===== src/rtl/uart_tx.sv =====
// uart_tx: serial UART transmitter, start + LSB-first data + optional parity + stop
module uart_tx #(
    parameter int DATA_WIDTH   = 8,
    parameter int CLKS_PER_BIT = 1
) (
    input  logic                  clk,
    input  logic                  rst,
    input  logic [DATA_WIDTH-1:0] p_data,
    input  logic                  data_valid,
    input  logic                  par_en,
    input  logic                  par_typ,
    output logic                  tx_out,
    output logic                  busy
);
    localparam int CW = CLKS_PER_BIT > 1 ? $clog2(CLKS_PER_BIT) : 1;
    localparam int DW = DATA_WIDTH > 1 ? $clog2(DATA_WIDTH) : 1;

    typedef enum logic [2:0] {IDLE, START, DATA, PARITY, STOP} state_t;

    state_t                state;
    logic [CW-1:0]         bit_cnt;
    logic [DW-1:0]         data_cnt;
    logic [DATA_WIDTH-1:0] shreg;
    logic                  par_bit;
    logic                  par_en_q;
    logic                  bit_end;
    logic                  data_last;

    assign bit_end   = bit_cnt == CW'(CLKS_PER_BIT - 1);
    assign data_last = data_cnt == DW'(DATA_WIDTH - 1);

    // frame sequencer; every output is registered and each slot lasts CLKS_PER_BIT cycles
    always_ff @(posedge clk) begin
        if (!rst) begin
            state    <= IDLE;
            tx_out   <= 1'b1;
            busy     <= 1'b0;
            bit_cnt  <= '0;
            data_cnt <= '0;
            shreg    <= '0;
            par_bit  <= 1'b0;
            par_en_q <= 1'b0;
        end else begin
            if (state != IDLE) bit_cnt <= bit_end ? '0 : bit_cnt + 1'b1;
            case (state)
                IDLE: if (data_valid) begin
                    state    <= START;
                    tx_out   <= 1'b0;
                    busy     <= 1'b1;
                    shreg    <= p_data;
                    par_en_q <= par_en;
                    par_bit  <= par_typ ? ~^p_data : ^p_data;
                    bit_cnt  <= '0;
                end
                START: if (bit_end) begin
                    state    <= DATA;
                    tx_out   <= shreg[0];
                    shreg    <= shreg >> 1;
                    data_cnt <= '0;
                end
                DATA: if (bit_end) begin
                    if (data_last) begin
                        state  <= par_en_q ? PARITY : STOP;
                        tx_out <= par_en_q ? par_bit : 1'b1;
                    end else begin
                        data_cnt <= data_cnt + 1'b1;
                        tx_out   <= shreg[0];
                        shreg    <= shreg >> 1;
                    end
                end
                PARITY: if (bit_end) begin
                    state  <= STOP;
                    tx_out <= 1'b1;
                end
                STOP: if (bit_end) begin
                    state <= IDLE;
                    busy  <= 1'b0;
                end
                default: state <= IDLE;
            endcase
        end
    end
endmodule


===== config.mk =====
export PLATFORM = sky130hd
export DESIGN_NAME = uart_tx
export DESIGN_NICKNAME = d
export VERILOG_FILES = /design/src/rtl/uart_tx.sv
export SDC_FILE = /design/constraint.sdc
export NUM_CORES = 1
export LEC_CHECK = 0
export ABC_CLOCK_PERIOD_IN_PS = 4100
export CAP_MARGIN = 25
export CORE_MARGIN = 4
export CORE_UTILIZATION = 40
export CTS_CLUSTER_SIZE = 14
export DETAILED_ROUTE_END_ITERATION = 10
export PLACE_DENSITY = 0.59
export SYNTH_ARGS = -nofsm -noshare
export SYNTH_HDL_FRONTEND = slang
export SYNTH_SLANG_ARGS = --single-unit

===== constraint.sdc =====
create_clock -name clk -period 4.1 [get_ports clk]
set_input_delay 0.82 -clock clk [delete_from_list [all_inputs] [get_ports clk]]
set_output_delay 0.82 -clock clk [all_outputs]
set_load 0.02 [all_outputs]

==> results.cfg <==
[logic_synthesis]
yosysSeqAreaShare = 0.358
ys_types = 37
syn_area_um2 = 1060
ys_async_sr_fraction = 0
ys_top_cells_by_area = dfxtp_1, mux2i_1, nor2_1
ys_warn_count = 0
netlist.area_leader.share = 0.358
synth_area_leader_cell = dfxtp_1
synth_edf_count = 0
ys.flop_type = dfxtp_1
synth_cells = 115
syn_nets = 130
synth-seq-cells = 19
syn_avg_cell_area_um2 = 9.25

[worst_setup_path]
crit_path_end_kind = flip-flop
cp_max_fo = 16
critPathArrivalTime_ns = 2.57
crit_type = input pin to flip-flop
slowest_delay_ns = 0.51
critical-path-top-delay-family = compound AO/OA/AOI/OAI gates
cp.buffers_inverters = 1
cpMaxStageDelayCell = clkdlybuf4s50_1
worst_setup_path_start_kind = input pin
cp.required_ns = 4.32
crit_chain = clkdlybuf4s50_1 > or3b_1 > a31oi_4 > nor2_1 > a211oi_1

[timing]
rsz0062_at_grt = false
worst_pin_slew_ns = 0.607
fin_crit_sh = 0.573
finalSetupTns_ns = 0
skew_ns = 0.000393
final-hold-violation-count = 0
drv_slew = 0
slew-limit-headroom = 0.590
fin_crit_ns = 2.35
fmax_ghz = 0.425
setup_violations = 0

[clock_tree]
cts_tree = yes
cts_made_buffers = 3
h-tree-depth = 1
clk_pin_slew_ns = 0.11
cts-root-buf = clkbuf_4
post_cts_buffers = 0
cts_buffer_depth = 2
cts_sinks = 19
hold_buffers = 0
cts_resized = 0
clk_latency_ns = 0.30

[global_routing]
grt_use_total = 0.138
grt_pass1_vias = 821
grt_max_degree = 17
grt_use_met2 = 0.207
antenna_found_initial = 0
grt_pass1_wl_mm = 3.71
grt_util_met3 = 0.0327
grt_busiest_layer = met2
met1_usage = 0.184
grt-ovfl-total = 0

[placement]
dpl.hpwl_mm = 1.48
portBuffers = 14
gp_congestion = 0.744

[finish]
layout.nets = 142
utilization = 0.493
area_delta_synth_final_pct = 15.9
layout-drive-gt1-share = 0.0714
antenna_cells = 0

[flow_run]
maxCapViolations = 0

[routing]
drc = 0
vias = 851
drtIter0Drc = 16
antenna_left = 0
wirelength_mm = 2.14
drtPass1Iterations = 5
avgRoutedWirePerCell_um = 13.7
viasPerCell = 5.46

[run_status]
status = complete, no violations

[floorplanning]
die_area_um2 = 3550
io_pins = 15
initial_core_util = 0.425
dieHeight_um = 59.6
core_area_um2 = 2500
num_rows = 18
die_x_um = 59.6

[pwr]
p_per_area_nw_per_um2 = 381
vdd_drop_max_mv = 0.203
leakage_nw = 0.480

[worst_hold_path]
hold_path_class = flip-flop to flip-flop
==> stage by stage <==
stage          cells  setup slack (ns)  cell area [um2]  total power [mW]  hold WS, ns
3_3_place_gp     152              1.50             1210             0.372        0.468
4_1_cts          156              1.74             1230             0.472        0.491
5_1_grt          156              1.64             1230             0.498        0.524
2_1_floorplan    115              2.14             1060             0.340        0.445
6_report         156              1.75             1230             0.470        0.493
3_5_place_dp     152              1.44             1210             0.375        0.475
==> routing by layer <==
layer	vias up	routed length, um
met1	394	1080
li1	438	-
met5	-	0
met2	14	924
met4	0	37
met3	5	97
==> cell usage in the layout (no fill, tap or decap), drive strengths merged <==
| cell | n |
|---|---|
| nand2b | 4 |
| o21bai | 1 |
| a211oi | 7 |
| nor3 | 5 |
| or3b | 3 |
| nor2 | 13 |
| nor3b | 1 |
| clkdlybuf4s50 | 14 |
| or4b | 1 |
| a31oi | 2 |
| xnor3 | 2 |
| clkbuf | 4 |
| o31ai | 1 |
| inv | 3 |
| a211o | 3 |
| dfxtp | 19 |
| o21a | 2 |
| nor4 | 1 |
| ha | 2 |
| a21o | 1 |
| a21oi | 7 |
| nor2b | 4 |
| nand3 | 2 |
| a22oi | 2 |
| mux2i | 8 |
| and3 | 1 |
| xnor2 | 2 |
| nor4b | 1 |
| o21ai | 4 |
| nand2 | 4 |
| nand3b | 1 |
| xor2 | 1 |
==> tightest hold or removal path: stages (launching register included) <==
cell,delay [ns]
dfxtp_1,0.34
nand2b_1,0.06
a21oi_1,0.06
==> sequential cells by signal (all words and copies together), names as in the netlist <==
signal and count:
bit_cnt 1, busy 1, data_cnt 3, par_bit 1, par_en_q 1, shreg 8, state 3, tx_out 1
==> power breakdown <==
part | internal [mW] | switching, mW
sequential | 0.208 | 0.0207
combinational | 0.0737 | 0.0685
clock | 0.0379 | 0.0606
total | 0.320 | 0.150
==> synthesized netlist by cell type, types with 3 or more instances <==
cell type,n
nor3_1,5
nor2b_1,4
nand2_1,4
a211o_1,3
a21oi_1,6
nor2_1,13
mux2i_1,8
a211oi_1,5
nand2b_1,4
inv_1,3
dfxtp_1,19
o21ai_0,4
clkbuf_1,5
==> final timing paths <==
check	startpoint	end	slack, ns	depth (start not counted)
max	data_valid	shreg[0]$_SDFFE_PN0P_	1.75	5
min	shreg[7]$_SDFFE_PN0P_	shreg[7]$_SDFFE_PN0P_	0.49	2
max reg2reg	data_cnt[0]$_SDFFE_PN0P_	shreg[0]$_SDFFE_PN0P_	1.95	6
min reg2reg	shreg[7]$_SDFFE_PN0P_	shreg[7]$_SDFFE_PN0P_	0.49	2
==> cell type report <==
cell class                      instances  area [um2]
Fill cell                             255        1270
Multi-Input combinational cell         86         637
Sequential cell                        19         380
Timing Repair Buffer                   14         140
Tap cell                               30        37.5
Clock buffer                            4        26.3
Inverter                                3        11.3
==> cells by family (layout without fill, tap and decap cells) <==
logic type	Yosys count	count (layout)	share of synthesized area
and+or+nand+nor	41	41	0.212
AOI/OAI and AO/OA	30	30	0.221
DFF	19	19	0.358
buffers and inverters	10	21	0.0435
muxes	8	8	0.0753
xor gates and xnor gates	5	5	0.0671
adders and majority gates	2	2	0.0235
Power figures use the tool's default switching activity.
==> RTL edit 1, RTL diff (same settings) <==
Set the parameter `DATA_WIDTH` to 16 (it was 8).
--- a/src/rtl/uart_tx.sv
+++ b/src/rtl/uart_tx.sv
@@ -1,6 +1,6 @@
 // uart_tx: serial UART transmitter, start + LSB-first data + optional parity + stop
 module uart_tx #(
-    parameter int DATA_WIDTH   = 8,
+    parameter int DATA_WIDTH   = 16,
     parameter int CLKS_PER_BIT = 1
 ) (
     input  logic                  clk,
Ports: changed (resized p_data); port bits go from 15 to 23. No check against the original RTL was run, so the function may have changed too.
==> RTL edit 1 against the unedited design <==
  * Die area up 41%
  * Sequential power rose by 41%
  * Combinational power up 27%
  * Utilization shrank 0.47 points
  * Design area rose by 48%
  * Clock power up 75%
  * Sequential share of layout area shrank 0.20 points
  * Setup slack improved by 0.039 ns
  * Total power grew 44%
  * Wire length is 40% higher
  * Sequential cell count grew 9
  * Non-clock buffer count grew 8
  * Critical path type unchanged
  * Synthesized area is 48% higher
  * Maximum frequency is 1.7% higher
  * Critical endpoint is now shreg[4]$_SDFFE_PN0P_
==> RTL edit 1: results (changes against the unedited design) <==
{| class="wikitable"
! Metric !! Value
|-
| Skew-Pair Late Insertion Delay || 0.28 ns (was 0.30 ns)
|-
| Router iterations before antenna repair || 4 (was 5)
|-
| Status || finished clean (unchanged)
|-
| Post-Syn Area per Cell || 9.74 um2 (was 9.25 um2)
|-
| Fraction of final layout cells with drive strength greater than 1 || 6.25% (was 7.14%)
|-
| Peak VDD IR || 0.212 mV (was 0.203 mV)
|-
| Highest fanout seen on the critical path || 32 (was 16)
|-
| Root Buffer || sky130_fd_sc_hd__clkbuf_8 (was sky130_fd_sc_hd__clkbuf_4)
|-
| Area used by multi-input combinational logic || 928 um2 (was 637 um2)
|-
| Wire length per cell after detailed routing || 13.4 um (was 13.7 um)
|-
| Actual slew at the worst max-slew pin || 0.918 ns (was 0.607 ns)
|-
| Met3 WL post-DR || 120 um (was 97 um)
|-
| Clock Pin Slew Worst Setup and Hold Paths || 0.09 ns (was 0.11 ns)
|-
| Most common library cells after synthesis || sky130_fd_sc_hd__dfxtp_1, sky130_fd_sc_hd__nand2_1, sky130_fd_sc_hd__mux2i_1 (was sky130_fd_sc_hd__dfxtp_1, sky130_fd_sc_hd__nor2_1, sky130_fd_sc_hd__mux2i_1)
|-
| Setup Skew || 0.00536 ns (was 0.000393 ns)
|-
| Largest registers || shreg: 16 flops, data_cnt: 4 flops, state: 3 flops (was shreg: 8 flops, data_cnt: 3 flops, state: 3 flops)
|-
| Worst hold path startpoint || shreg[15]$_SDFFE_PN0P_ (was shreg[7]$_SDFFE_PN0P_)
|-
| Gp weighted congestion || 0.718 (was 0.744)
|-
| Static Leak || 0.783 nW (was 0.480 nW)
|-
| Post-Syn Nets || 184 (was 130)
|-
| Global-route wire length before repair || 5.22 mm (was 3.71 mm)
|-
| Post-synthesis sequential area ratio || 35.5% (was 35.8%)
|-
| Total routing resource utilization after global routing || 12.6% (was 13.8%)
|-
| Detailed Place HPWL || 2.15 mm (was 1.48 mm)
|-
| Sum of routed wire segments on met1 || 1.47 mm (was 1.08 mm)
|-
| Total vias in the final route || 1184 (was 851)
|-
| Count of different cell masters after synthesis || 38 (was 37)
|-
| Top cells by area in the synthesized netlist || sky130_fd_sc_hd__dfxtp_1, sky130_fd_sc_hd__mux2i_1, sky130_fd_sc_hd__o211a_1 (was sky130_fd_sc_hd__dfxtp_1, sky130_fd_sc_hd__mux2i_1, sky130_fd_sc_hd__nor2_1)
|-
| Number of nets in the finished design || 199 (was 142)
|-
| Post-DP Area || 1770 um2 (was 1210 um2)
|-
| Routed wl met2 || 1.40 mm (was 924 um)
|-
| Antenna Diode Count || 0 (unchanged)
|-
| Input/output buffers || 22 (was 14)
|-
| Worst slack at placement || 1.49 ns (was 1.44 ns)
|-
| Overall routed net length || 3.00 mm (was 2.14 mm)
|}
==> RTL edit 1: power by group <==
| group | internal (mW) | leakage, nW | switching, mW |
|---|---|---|---|
| Combinational | 0.0986 | 0.523 | 0.0817 |
| Sequential | 0.303 | 0.231 | 0.0212 |
| Clock | 0.0860 | 0.0288 | 0.0855 |
==> RTL edit 1: routing by layer <==
metal | track usage, % | up-vias
li1 | - | 604
met1 | 16.5 | 556
met2 | 20.6 | 22
met3 | 3.55 | 2
met4 | 3.13 | 0
met5 | 0 | -
==> RTL edit 1: area by class of cell <==
type	count	share of cell area [%]
Tap cell	48	3.29
Multi-Input combinational cell	121	50.8
Timing Repair Buffer	22	12.0
Inverter	1	0.205
Sequential cell	28	30.7
Clock buffer	4	3.01
==> RTL edit 1: path summary, 6_finish.rpt <==
kind,to,slack (ns),depth (start not counted)
setup / recovery,shreg[4]$_SDFFE_PN0P_,1.79,5
hold reg to reg,shreg[15]$_SDFFE_PN0P_,0.47,2
setup reg to reg,shreg[4]$_SDFFE_PN0P_,1.85,6
hold / removal,shreg[15]$_SDFFE_PN0P_,0.47,2
==> RTL edit 1: worst max-delay path: stages <==
cell                              delay, ns
sky130_fd_sc_hd__clkdlybuf4s50_1       0.53
sky130_fd_sc_hd__nand2_1               0.15
sky130_fd_sc_hd__a31oi_4               0.69
sky130_fd_sc_hd__nand2_1               0.12
sky130_fd_sc_hd__o211a_1               0.17
==> RTL edit 1: cells by family after synthesis <==
logic type                 share of synthesized area (%)
and+or+nand+nor                                     18.1
DFF                                                 35.5
adders and majority gates                          0.793
muxes                                               10.2
AOI/OAI and AO/OA                                   19.5
xor gates and xnor gates                            10.3
buffers and inverters                               5.63
==> RTL edit 2, RTL diff (config.mk and constraints unchanged) <==
Made on the original files. Make the reset (`rst`) asynchronous in one clocked block.
--- a/src/rtl/uart_tx.sv
+++ b/src/rtl/uart_tx.sv
@@ -30,7 +30,7 @@
     assign data_last = data_cnt == DW'(DATA_WIDTH - 1);
 
     // frame sequencer; every output is registered and each slot lasts CLKS_PER_BIT cycles
-    always_ff @(posedge clk) begin
+    always_ff @(posedge clk or negedge rst) begin
         if (!rst) begin
             state    <= IDLE;
             tx_out   <= 1'b1;
Check against the original RTL: differs if rst is asserted again (counterexample within 4 cycles, from zero or initial values and one cycle with rst low); with rst held inactive, the same outputs for 10 cycles.
==> RTL edit 2 against the unedited design <==
  * Sequential cell count did not move
  * Maximum frequency is 4.3% higher
  * Setup slack improved by 0.096 ns
  * Clock skew up 0.0065 ns
  * Wire length decreased by 2.9%
  * Design area is 5.6% higher
  * Synthesized area rose by 5.8%
  * First-iteration DRC count rose by 130%
  * Via count is 6.7% lower
  * Count of clock-buffer cells in the layout did not move
  * Critical path depth decreased by 4
Power is not compared: it rests on default switching activity, and its combinational part moved more than twofold at a synthesized area within 25%.
==> RTL edit 2: results (changes against the unedited design) <==
{| class="wikitable"
! Metric !! Value
|-
| Status || finished clean (unchanged)
|-
| Met3 WL post-DR || 124 um (was 97 um)
|-
| Timing endpoint of the critical path || tx_out (was shreg[0]$_SDFFE_PN0P_)
|-
| Critical register-to-register path endpoint || shreg[3]$_DFFE_PN0P_ (was shreg[0]$_SDFFE_PN0P_)
|-
| Global-route wire length before repair || 3.77 mm (was 3.71 mm)
|-
| Data arrival time of the worst path || 1.43 ns (was 2.57 ns)
|-
| Routed wl met2 || 905 um (was 924 um)
|-
| Crit. Startpoint || tx_out$_DFFE_PN1P_ (was data_valid)
|-
| Most common flop cell mapped by yosys || sky130_fd_sc_hd__dfrtp_1 (was sky130_fd_sc_hd__dfxtp_1)
|-
| Highest fanout seen on the critical path || 2 (was 16)
|-
| Hold-critical path depth || 1 (was 2)
|-
| Met2 capacity usage during global routing || 19.8% (was 20.7%)
|-
| Post-Syn Nets || 115 (was 130)
|-
| Post-synthesis sequential area ratio || 42.4% (was 35.8%)
|-
| Wire length per cell after detailed routing || 14.4 um (was 13.7 um)
|-
| Startpoint of the worst register-to-register path || data_cnt[0]$_DFFE_PN0P_ (was data_cnt[0]$_SDFFE_PN0P_)
|-
| Most common library cells after synthesis || sky130_fd_sc_hd__dfrtp_1, sky130_fd_sc_hd__mux2_2, sky130_fd_sc_hd__mux2_1 (was sky130_fd_sc_hd__dfxtp_1, sky130_fd_sc_hd__nor2_1, sky130_fd_sc_hd__mux2i_1)
|-
| Family with the most delay on the worst path || buffers and inverters (was compound AO/OA/AOI/OAI gates)
|-
| Setup Skew || 0.00688 ns (was 0.000393 ns)
|-
| Number of global-route vias before repair || 812 (was 821)
|-
| Largest stage delay on the critical path || 0.60 ns (was 0.51 ns)
|-
| Worst hold margin || 0.502 ns (was 0.493 ns)
|-
| Total vias in the final route || 794 (was 851)
|-
| Post-DP Area || 1270 um2 (was 1210 um2)
|-
| Overall routed net length || 2.07 mm (was 2.14 mm)
|-
| Post-Syn Area per Cell || 11.2 um2 (was 9.25 um2)
|}
==> RTL edit 2: cell types whose count changed in the layout (fill, tap and decap cells not counted), sizes merged, moves of 5 or more <==
cell | unedited run | this run
dfxtp | 19 | 0
dfrtp | 0 | 18
mux2 | 0 | 18
mux2i | 8 | 0
a211oi | 7 | 0
nor2 | 13 | 6
o21ai | 4 | 9
==> RTL edit 2: cells by family after synthesis <==
| kind of cell | after synthesis | share of synthesized area (%) |
|---|---|---|
| AOI/OAI and AO/OA | 23 | 13.2 |
| xor gates and xnor gates | 8 | 8.12 |
| adders and majority gates | 2 | 2.22 |
| buffers and inverters | 7 | 3.45 |
| DFF | 19 | 42.4 |
| muxes | 18 | 18.0 |
| and+or+nand+nor | 23 | 12.6 |
==> RTL edit 2: cell type report <==
cell class                      instances  area (um2)  area share [%]
Timing Repair Buffer                   14         140            10.8
Tap cell                               30        37.5            2.88
Inverter                                3        11.3           0.865
Multi-Input combinational cell         74         609            46.8
Sequential cell                        19         477            36.6
Clock buffer                            4        26.3            2.02
